`config.mk`:
```
export PLATFORM = sky130hd
export DESIGN_NAME = uart_reg_bridge
export DESIGN_NICKNAME = d
export VERILOG_FILES = /design/src/rtl/uart_bridge_pkg.sv /design/src/rtl/uart_bridge_timeout.sv /design/src/rtl/uart_reg_bridge.sv
export SDC_FILE = /design/constraint.sdc
export NUM_CORES = 1
export LEC_CHECK = 0
export CORE_MARGIN = 5
export CORE_UTILIZATION = 44
export CTS_CLUSTER_SIZE = 16
export DETAILED_ROUTE_END_ITERATION = 10
export PLACE_DENSITY = 0.72
export SETUP_SLACK_MARGIN = 0.05
export SLEW_MARGIN = 20
export SYNTH_ARGS = -nofsm -noshare
export SYNTH_HDL_FRONTEND = slang
export SYNTH_HIERARCHICAL = 1
export SYNTH_SLANG_ARGS = --single-unit
```
`constraint.sdc`:
```
create_clock -name clk -period 1.8 [get_ports clk]
set_input_delay 0.36 -clock clk [delete_from_list [all_inputs] [get_ports clk]]
set_output_delay 0.36 -clock clk [all_outputs]
set_load 0.02 [all_outputs]
```
`src/rtl/uart_bridge_pkg.sv`:
```
// Shared constants for the UART register bridge: framing bytes, response codes,
// FSM state encoding and the saturating error-count helper.
package uart_bridge_pkg;

    localparam logic [7:0] SYNC   = 8'h55;
    localparam logic [7:0] CMD_WR = 8'h01;
    localparam logic [7:0] CMD_RD = 8'h02;
    localparam logic [7:0] ACK    = 8'h06;
    localparam logic [7:0] NAK    = 8'h15;

    localparam logic [2:0] S_IDLE    = 3'd0;
    localparam logic [2:0] S_CMD     = 3'd1;
    localparam logic [2:0] S_ADDR    = 3'd2;
    localparam logic [2:0] S_DATA    = 3'd3;
    localparam logic [2:0] S_CSUM    = 3'd4;
    localparam logic [2:0] S_EXEC    = 3'd5;
    localparam logic [2:0] S_RD_WAIT = 3'd6;
    localparam logic [2:0] S_RESP    = 3'd7;

    function automatic logic [7:0] sat_inc(input logic [7:0] v);
        return (v == 8'hFF) ? v : v + 8'd1;
    endfunction

endpackage

```
`src/rtl/uart_bridge_timeout.sv`:
```
// Inter-byte timeout: down-counter reloaded by clr, decremented while en,
// expire pulses when the terminal count is reached.
module uart_bridge_timeout #(
    parameter int TIMEOUT_CYCLES = 27_000
) (
    input  logic clk,
    input  logic rst_n,
    input  logic clr,
    input  logic en,
    output logic expire
);

    localparam int CNT_W = $clog2(TIMEOUT_CYCLES + 1);
    localparam logic [CNT_W-1:0] LOAD = CNT_W'(TIMEOUT_CYCLES - 1);

    logic [CNT_W-1:0] cnt;

    always_ff @(posedge clk or negedge rst_n) begin
        if (!rst_n) begin
            cnt <= LOAD;
        end else if (clr) begin
            cnt <= LOAD;
        end else if (en && cnt != '0) begin
            cnt <= cnt - 1'b1;
        end
    end

    assign expire = en && !clr && (cnt == '0);

endmodule

```
`src/rtl/uart_reg_bridge.sv`:
```
// UART byte-stream to register-bus bridge: parses 0x55-framed read/write commands
// with XOR checksum, returns one response byte. UART_BRIDGE_TIMEOUT_EN adds an inter-byte timeout.
//
// state     | meaning
// IDLE      | waiting for sync byte 0x55
// CMD       | waiting for command byte
// ADDR      | waiting for address byte
// DATA      | waiting for write data byte
// CSUM      | waiting for checksum byte
// EXEC      | register strobe cycle
// RD_WAIT   | capturing read data
// RESP      | response byte offered on TX
module uart_reg_bridge
    import uart_bridge_pkg::*;
#(
    parameter int ADDR_W         = 8,
    parameter int TIMEOUT_CYCLES = 27_000
) (
    input  logic              clk,
    input  logic              rst_n,
    input  logic [7:0]        rx_data,
    input  logic              rx_valid,
    output logic [7:0]        tx_data,
    output logic              tx_valid,
    input  logic              tx_ready,
    output logic              reg_wr_en,
    output logic              reg_rd_en,
    output logic [ADDR_W-1:0] reg_addr,
    output logic [7:0]        reg_wdata,
    input  logic [7:0]        reg_rdata,
    output logic              busy,
    output logic [7:0]        err_count
);

    logic [2:0] state;
    logic       is_wr;
    logic [7:0] csum;
    logic       timeout_exp;

`ifdef UART_BRIDGE_TIMEOUT_EN
    logic in_parse;
    assign in_parse = (state == S_CMD) || (state == S_ADDR) ||
                      (state == S_DATA) || (state == S_CSUM);

    uart_bridge_timeout #(
        .TIMEOUT_CYCLES(TIMEOUT_CYCLES)
    ) u_timeout (
        .clk    (clk),
        .rst_n  (rst_n),
        .clr    (rx_valid || !in_parse),
        .en     (in_parse),
        .expire (timeout_exp)
    );
`else
    assign timeout_exp = 1'b0;
`endif

    always_ff @(posedge clk or negedge rst_n) begin
        if (!rst_n) begin
            state     <= S_IDLE;
            is_wr     <= 1'b0;
            csum      <= 8'h00;
            tx_data   <= 8'h00;
            reg_addr  <= '0;
            reg_wdata <= 8'h00;
            err_count <= 8'h00;
        end else if (timeout_exp) begin
            state     <= S_IDLE;
            err_count <= sat_inc(err_count);
        end else begin
            case (state)
                S_IDLE: begin
                    if (rx_valid && rx_data == SYNC) state <= S_CMD;
                end
                S_CMD: begin
                    if (rx_valid) begin
                        if (rx_data == CMD_WR || rx_data == CMD_RD) begin
                            is_wr <= (rx_data == CMD_WR);
                            csum  <= rx_data;
                            state <= S_ADDR;
                        end else begin
                            tx_data   <= NAK;
                            err_count <= sat_inc(err_count);
                            state     <= S_RESP;
                        end
                    end
                end
                S_ADDR: begin
                    if (rx_valid) begin
                        reg_addr <= rx_data[ADDR_W-1:0];
                        csum     <= csum ^ rx_data;
                        state    <= is_wr ? S_DATA : S_CSUM;
                    end
                end
                S_DATA: begin
                    if (rx_valid) begin
                        reg_wdata <= rx_data;
                        csum      <= csum ^ rx_data;
                        state     <= S_CSUM;
                    end
                end
                S_CSUM: begin
                    if (rx_valid) begin
                        if (rx_data == csum) begin
                            state <= S_EXEC;
                        end else begin
                            tx_data   <= NAK;
                            err_count <= sat_inc(err_count);
                            state     <= S_RESP;
                        end
                    end
                end
                S_EXEC: begin
                    if (is_wr) begin
                        tx_data <= ACK;
                        state   <= S_RESP;
                    end else begin
                        state <= S_RD_WAIT;
                    end
                end
                S_RD_WAIT: begin
                    tx_data <= reg_rdata;
                    state   <= S_RESP;
                end
                S_RESP: begin
                    if (tx_ready) state <= S_IDLE;
                end
                default: state <= S_IDLE;
            endcase
        end
    end

    // Decoded from state so async reset clears them with no clock edge.
    assign tx_valid  = (state == S_RESP);
    assign reg_wr_en = (state == S_EXEC) && is_wr;
    assign reg_rd_en = (state == S_EXEC) && !is_wr;
    assign busy      = (state != S_IDLE);

endmodule

```
# [Word level (Yosys, flattened, before mapping)]
# Index checks and enable logic that the tools add are counted.
[classes] add_sub_neg=1 n_eq_ne=23 muxes=27 n_bitwise=1 reduce_logical=18
[ops] cell="8-bit 2-to-1 mux" count=13
[ops] cell="8-bit one-hot mux with 2 select lines" count=2
[ops] cell="8-bit one-hot mux with 4 select lines" count=1
[ops] cell="3-bit 2-to-1 mux" count=8
[ops] cell="3-bit one-hot mux with 8 select lines" count=1
[ops] cell="2-bit != test, second input constant" count=9
[ops] cell="3-bit == test, second input constant" count=4
[ops] cell="6-bit AND reduction" count=2
[ops] cell="8-bit by 1-bit adder with 8-bit output, second input constant" count=1
[ops] cell="8-bit by 1-bit == test with 1-bit output, second input constant" count=1
[ops] cell="8-bit by 2-bit == test with 1-bit output, second input constant" count=1
[ops] cell="8-bit by 7-bit == test with 1-bit output, second input constant" count=1
[ops] cell="8-bit == test" count=1
[ops] cell="8-bit == test, second input constant" count=1
[ops] cell="8-bit XOR" count=1
[ops] cell="3-bit by 2-bit == test with 1-bit output, second input constant" count=2
[ops] cell="5-bit AND reduction" count=1
[ops] cell="2-bit by 1-bit != test with 1-bit output, second input constant" count=2
[ops] cell="2-bit AND reduction" count=2
[ops] cell="4-bit AND reduction" count=1
[ops] cell="2-bit nonzero test" count=2
[ops] cell="4-bit nonzero test" count=1
[ops] cell="3-bit by 1-bit == test with 1-bit output, second input constant" count=1
[ops] cell="1-bit logical AND" count=3
[ops] cell="other kinds (8)" count=8
[totals] register_bits=44 in_bits=20 output_inout_bits=36

# [Depth between registers and ports, before layout]
[depth] ltp_word=5 ltp_mapped=7

# [Worst setup path after synthesis]
# OpenSTA, ideal clock, no wires.
[synth_path] path_type="register -> output" start="register state[2]" end="output port reg_rd_en" arrival_time_ns=1.346 required_ns=1.440 path_slack_ns=0.094 stages_incl_launch_ff=4 path_cell_list="dfrtp_1 buf_2 clkinv_1 nor3_1"
[synth_between] elab_chain_len=2
[synth_rtl] item="from (decl)" line="uart_reg_bridge.sv:35" source="logic [2:0] state;"
[synth_rtl] item="from (signal assigned)" line="uart_reg_bridge.sv:92" source="state <= is_wr ? S_DATA : S_CSUM;"
[synth_rtl] item="3-bit == test" line="uart_reg_bridge.sv:136" source="assign reg_rd_en = (state == S_EXEC) && !is_wr;"
[synth_rtl] item="1-bit logical AND" line="uart_reg_bridge.sv:136"
[synth_rtl] item="to (decl)" line="uart_reg_bridge.sv:27" source="output logic reg_rd_en,"
# Every way passes these cells.

# [Worst setup path after layout]
[layout_path] start="input port rx_data[1]" end="register tx_data[1]"
[layout_between] elab_chain_len=4 word_cells_on_any_way=7
[layout_rtl] item="from (decl)" line="uart_reg_bridge.sv:21" source="input logic [7:0] rx_data,"
[layout_rtl] item="8-bit by 1-bit == test with 1-bit output or 8-bit by 2-bit == test with 1-bit output (tied branches)" line="uart_reg_bridge.sv:77" source="if (rx_data == CMD_WR || rx_data == CMD_RD) begin"
[layout_rtl] item="1-bit logical OR" line="uart_reg_bridge.sv:77"
[layout_rtl] item="2-bit != test (no source line)"
[layout_rtl] item="6-bit AND reduction (no source line) *"
[layout_rtl] item="to (signal assigned)" line="uart_reg_bridge.sv:122" source="tx_data <= reg_rdata;"
[layout_rtl] item="to (decl)" line="uart_reg_bridge.sv:23" source="output logic [7:0] tx_data,"
# Every way passes the cells marked *; elsewhere a longest branch is shown, timed or not.
# A chain may end at the register's enable or synchronous reset.

==> qor.txt <==
Outcome - complete, no violations
Post-synth top cells - dfrtp_1, a21oi_1, nand3_1, xor2_1
Global-route wire length before repair - 10800 um
Max Cap Violations - 0
Synth Register Bits - 44
Rel. slew slack - 0.673
Crit path launch type - input port
Worst-skew pair later-pin latency - 0.29 ns
Post-layout minimum cycle time - 1.71 ns
Final setup violation count - 0
HP Class - in -> async
CTS tree - built
Initial antenna violation count - 0
Total track usage - 0.193
Num rows - 26
Number of flops mapped to enable cells by yosys - 0
Worst Path Max Fanout - 4
PD cells - 1560 nW/um^2
Die X - 82.9 um
Max Slew Vio Count - 0
Total CTS buffers - 5
Syn. warnings - 6
Crit. End Element - register
CTS Sinks - 44
Hpwl dp - 4680 um
Critical-path cell list - dlygate4sd2_1 > xor2_2 > nor4_4 > nand4_4 > nand3_4 > mux2_4
Asr flop ratio synth - 1.00
Final WS setup - 0.0939 ns
Final nets - 339
DR WL/cell - 16.4 um
CTS Buffer Depth - 2
Clock transition at path regs - 0.08 ns
Tcrit/Tclk final - 0.948
Type of the worst setup path - in -> reg
Worst Tran Pin Value - 0.490 ns
Power, Total - 0.00543 W
DRC violations left - 0
Initial core utilization - 0.455
P&R area growth vs syn - 48.6%
Top-count cell post-synth - dfrtp_1
1st-iter DRT viols - 73
Routed Antenna Nets - 0
Pre-CTS setup slack - -0.443 ns
Hold Vio Cnt, Final - 0
Total number of H-tree levels - 2
Most used flip-flop cell after synthesis - dfrtp_1
I/O pin count - 56
Mean number of vias per cell - 5.35
Synth cell types - 46
Post-route cell area - 3480 um^2
GR Overflow Total - 0
Clk_skew - 0.00233 ns
Post-synth net total - 237
Number of global-route vias before repair - 2172
Layout cells sized above 1 - 0.305
Synth Area per Inst - 10.8 um^2
CP peak stage delay - 0.36 ns
1st-pass router iterations - 4
Sequential area share after synthesis - 0.471
CP max-delay cell - nor4_4
Delay-heaviest family, CP - simple AND/OR/NAND/NOR gates
CP Buf/Inv Count - 1
Root Buffer - clkbuf_8
Critical path arrival - 1.89 ns
Unrepaired setup endpoints after global routing - true
Area contributors post-synth - dfrtp_1, a21oi_1, mux2_1
Fin Setup TNS - 0 ns
DRT Wirelength - 6380 um
Max Fclk - 586 MHz
# port buffers - 55
Routability cong. - 0.833
Dpl cell area - 3240 um^2
Die area - 6870 um^2
Required @ worst endpoint - 1.98 ns
Ant diodes - 0
Peak VDD IR - 0.888 mV
LEAKAGE - 1.68 nW
Mapped Cells - 216
Cell Area, Synth - 2340 um^2
Pin count of the biggest net entering global routing - 25
Synth area leader - dfrtp_1
Core footprint - 5140 um^2
Routed vias - 2074
Synth top area share - 0.471
Die H - 82.9 um
-- worst reg2reg max path: cells and delay by family, from the launching register on --
kind	cells	cell delay (ns)
flops	1	0.41
mux	1	0.31
simple gates	3	0.69
xor+xnor	1	0.19
-- metal layers --
layer | vias up | GRT usage | share of wire
li1 | 993 | - | -
met1 | 1009 | 0.243 | 0.44
met2 | 64 | 0.330 | 0.51
met3 | 8 | 0.0396 | 0.037
met4 | 0 | 0.0609 | 0.012
met5 | - | 0 | 0
-- worst paths after layout --
check,start,to,slack (ns),cells after the start
min in group clk,rx_data[3],csum[3],0.39,2
max,rx_data[1],tx_data[1],0.09,6
max reg2reg,csum[1],tx_data[1],0.10,5
max in group asynchronous,rst_n,state[2],1.28,2
min,rst_n,err_count[3],0.02,1
min reg2reg,reg_wdata[1],reg_wdata[1],0.48,2
-- state kept, by name, summed over array words and instances (netlist names) --
register	cells
csum	8
err_count	8
is_wr	1
reg_addr	8
reg_wdata	8
state	3
tx_data	8
-- report_power, final --
group / internal (W) / switching [W]
combinational: 0.00161 / 0.00156
sequential: 0.00139 / 0.000300
clock: 0.000264 / 0.000315
total: 0.00326 / 0.00217
-- logic make-up after synthesis --
| group | Yosys count | synth area share |
|---|---|---|
| compound gates | 63 | 0.169 |
| simple gates | 52 | 0.156 |
| flops | 44 | 0.471 |
| buf+inv | 20 | 0.0396 |
| mux | 19 | 0.0958 |
| xor+xnor | 17 | 0.0637 |
| fa+ha+maj | 1 | 0.00535 |
-- through the flow --
step	cells	util	hold slack [ns]
finish	388	0.676	0.0196
global route	388	0.676	0.0512
CTS	382	0.655	0.0298
detailed placement	371	0.630	0.350
global placement	371	0.630	0.350
floorplan	216	-	0.0644
-- what timing repair did --
action                                  in CTS  in global routing
buffers inserted                             4                  6
resized for setup                           30                 27
pin swaps                                    6                  5
hold endpoints to repair                     0                  0
hold buffers                                 0                  0
endpoints found under the setup margin      36                 34
-- cell usage in the layout (no fill, tap or decap), types with 4 or more instances in the layout --
cell type	count
a21o_1	9
a21oi_1	24
a22o_1	4
a311oi_1	6
and4_1	4
buf_4	51
clkbuf_8	5
clkdlybuf4s50_1	37
dfrtp_1	43
dlygate4sd2_1	6
dlymetal6s2s_1	6
inv_1	7
mux2_1	5
mux2_2	6
mux2_4	7
nand3_1	9
nor2_1	9
o21ai_0	7
xnor2_1	7
xor2_1	8
-- cell type report --
cell class                 instances  area, um^2
fill                             439        1660
multi-input combinational        152        1230
sequential                        44        1100
timing repair buffer             107         947
tap                               70        87.6
clock buffer                       6        72.6
inverter                           8        30.0
clock inverter                     1        5.00
(Power assumes the default switching activity.)
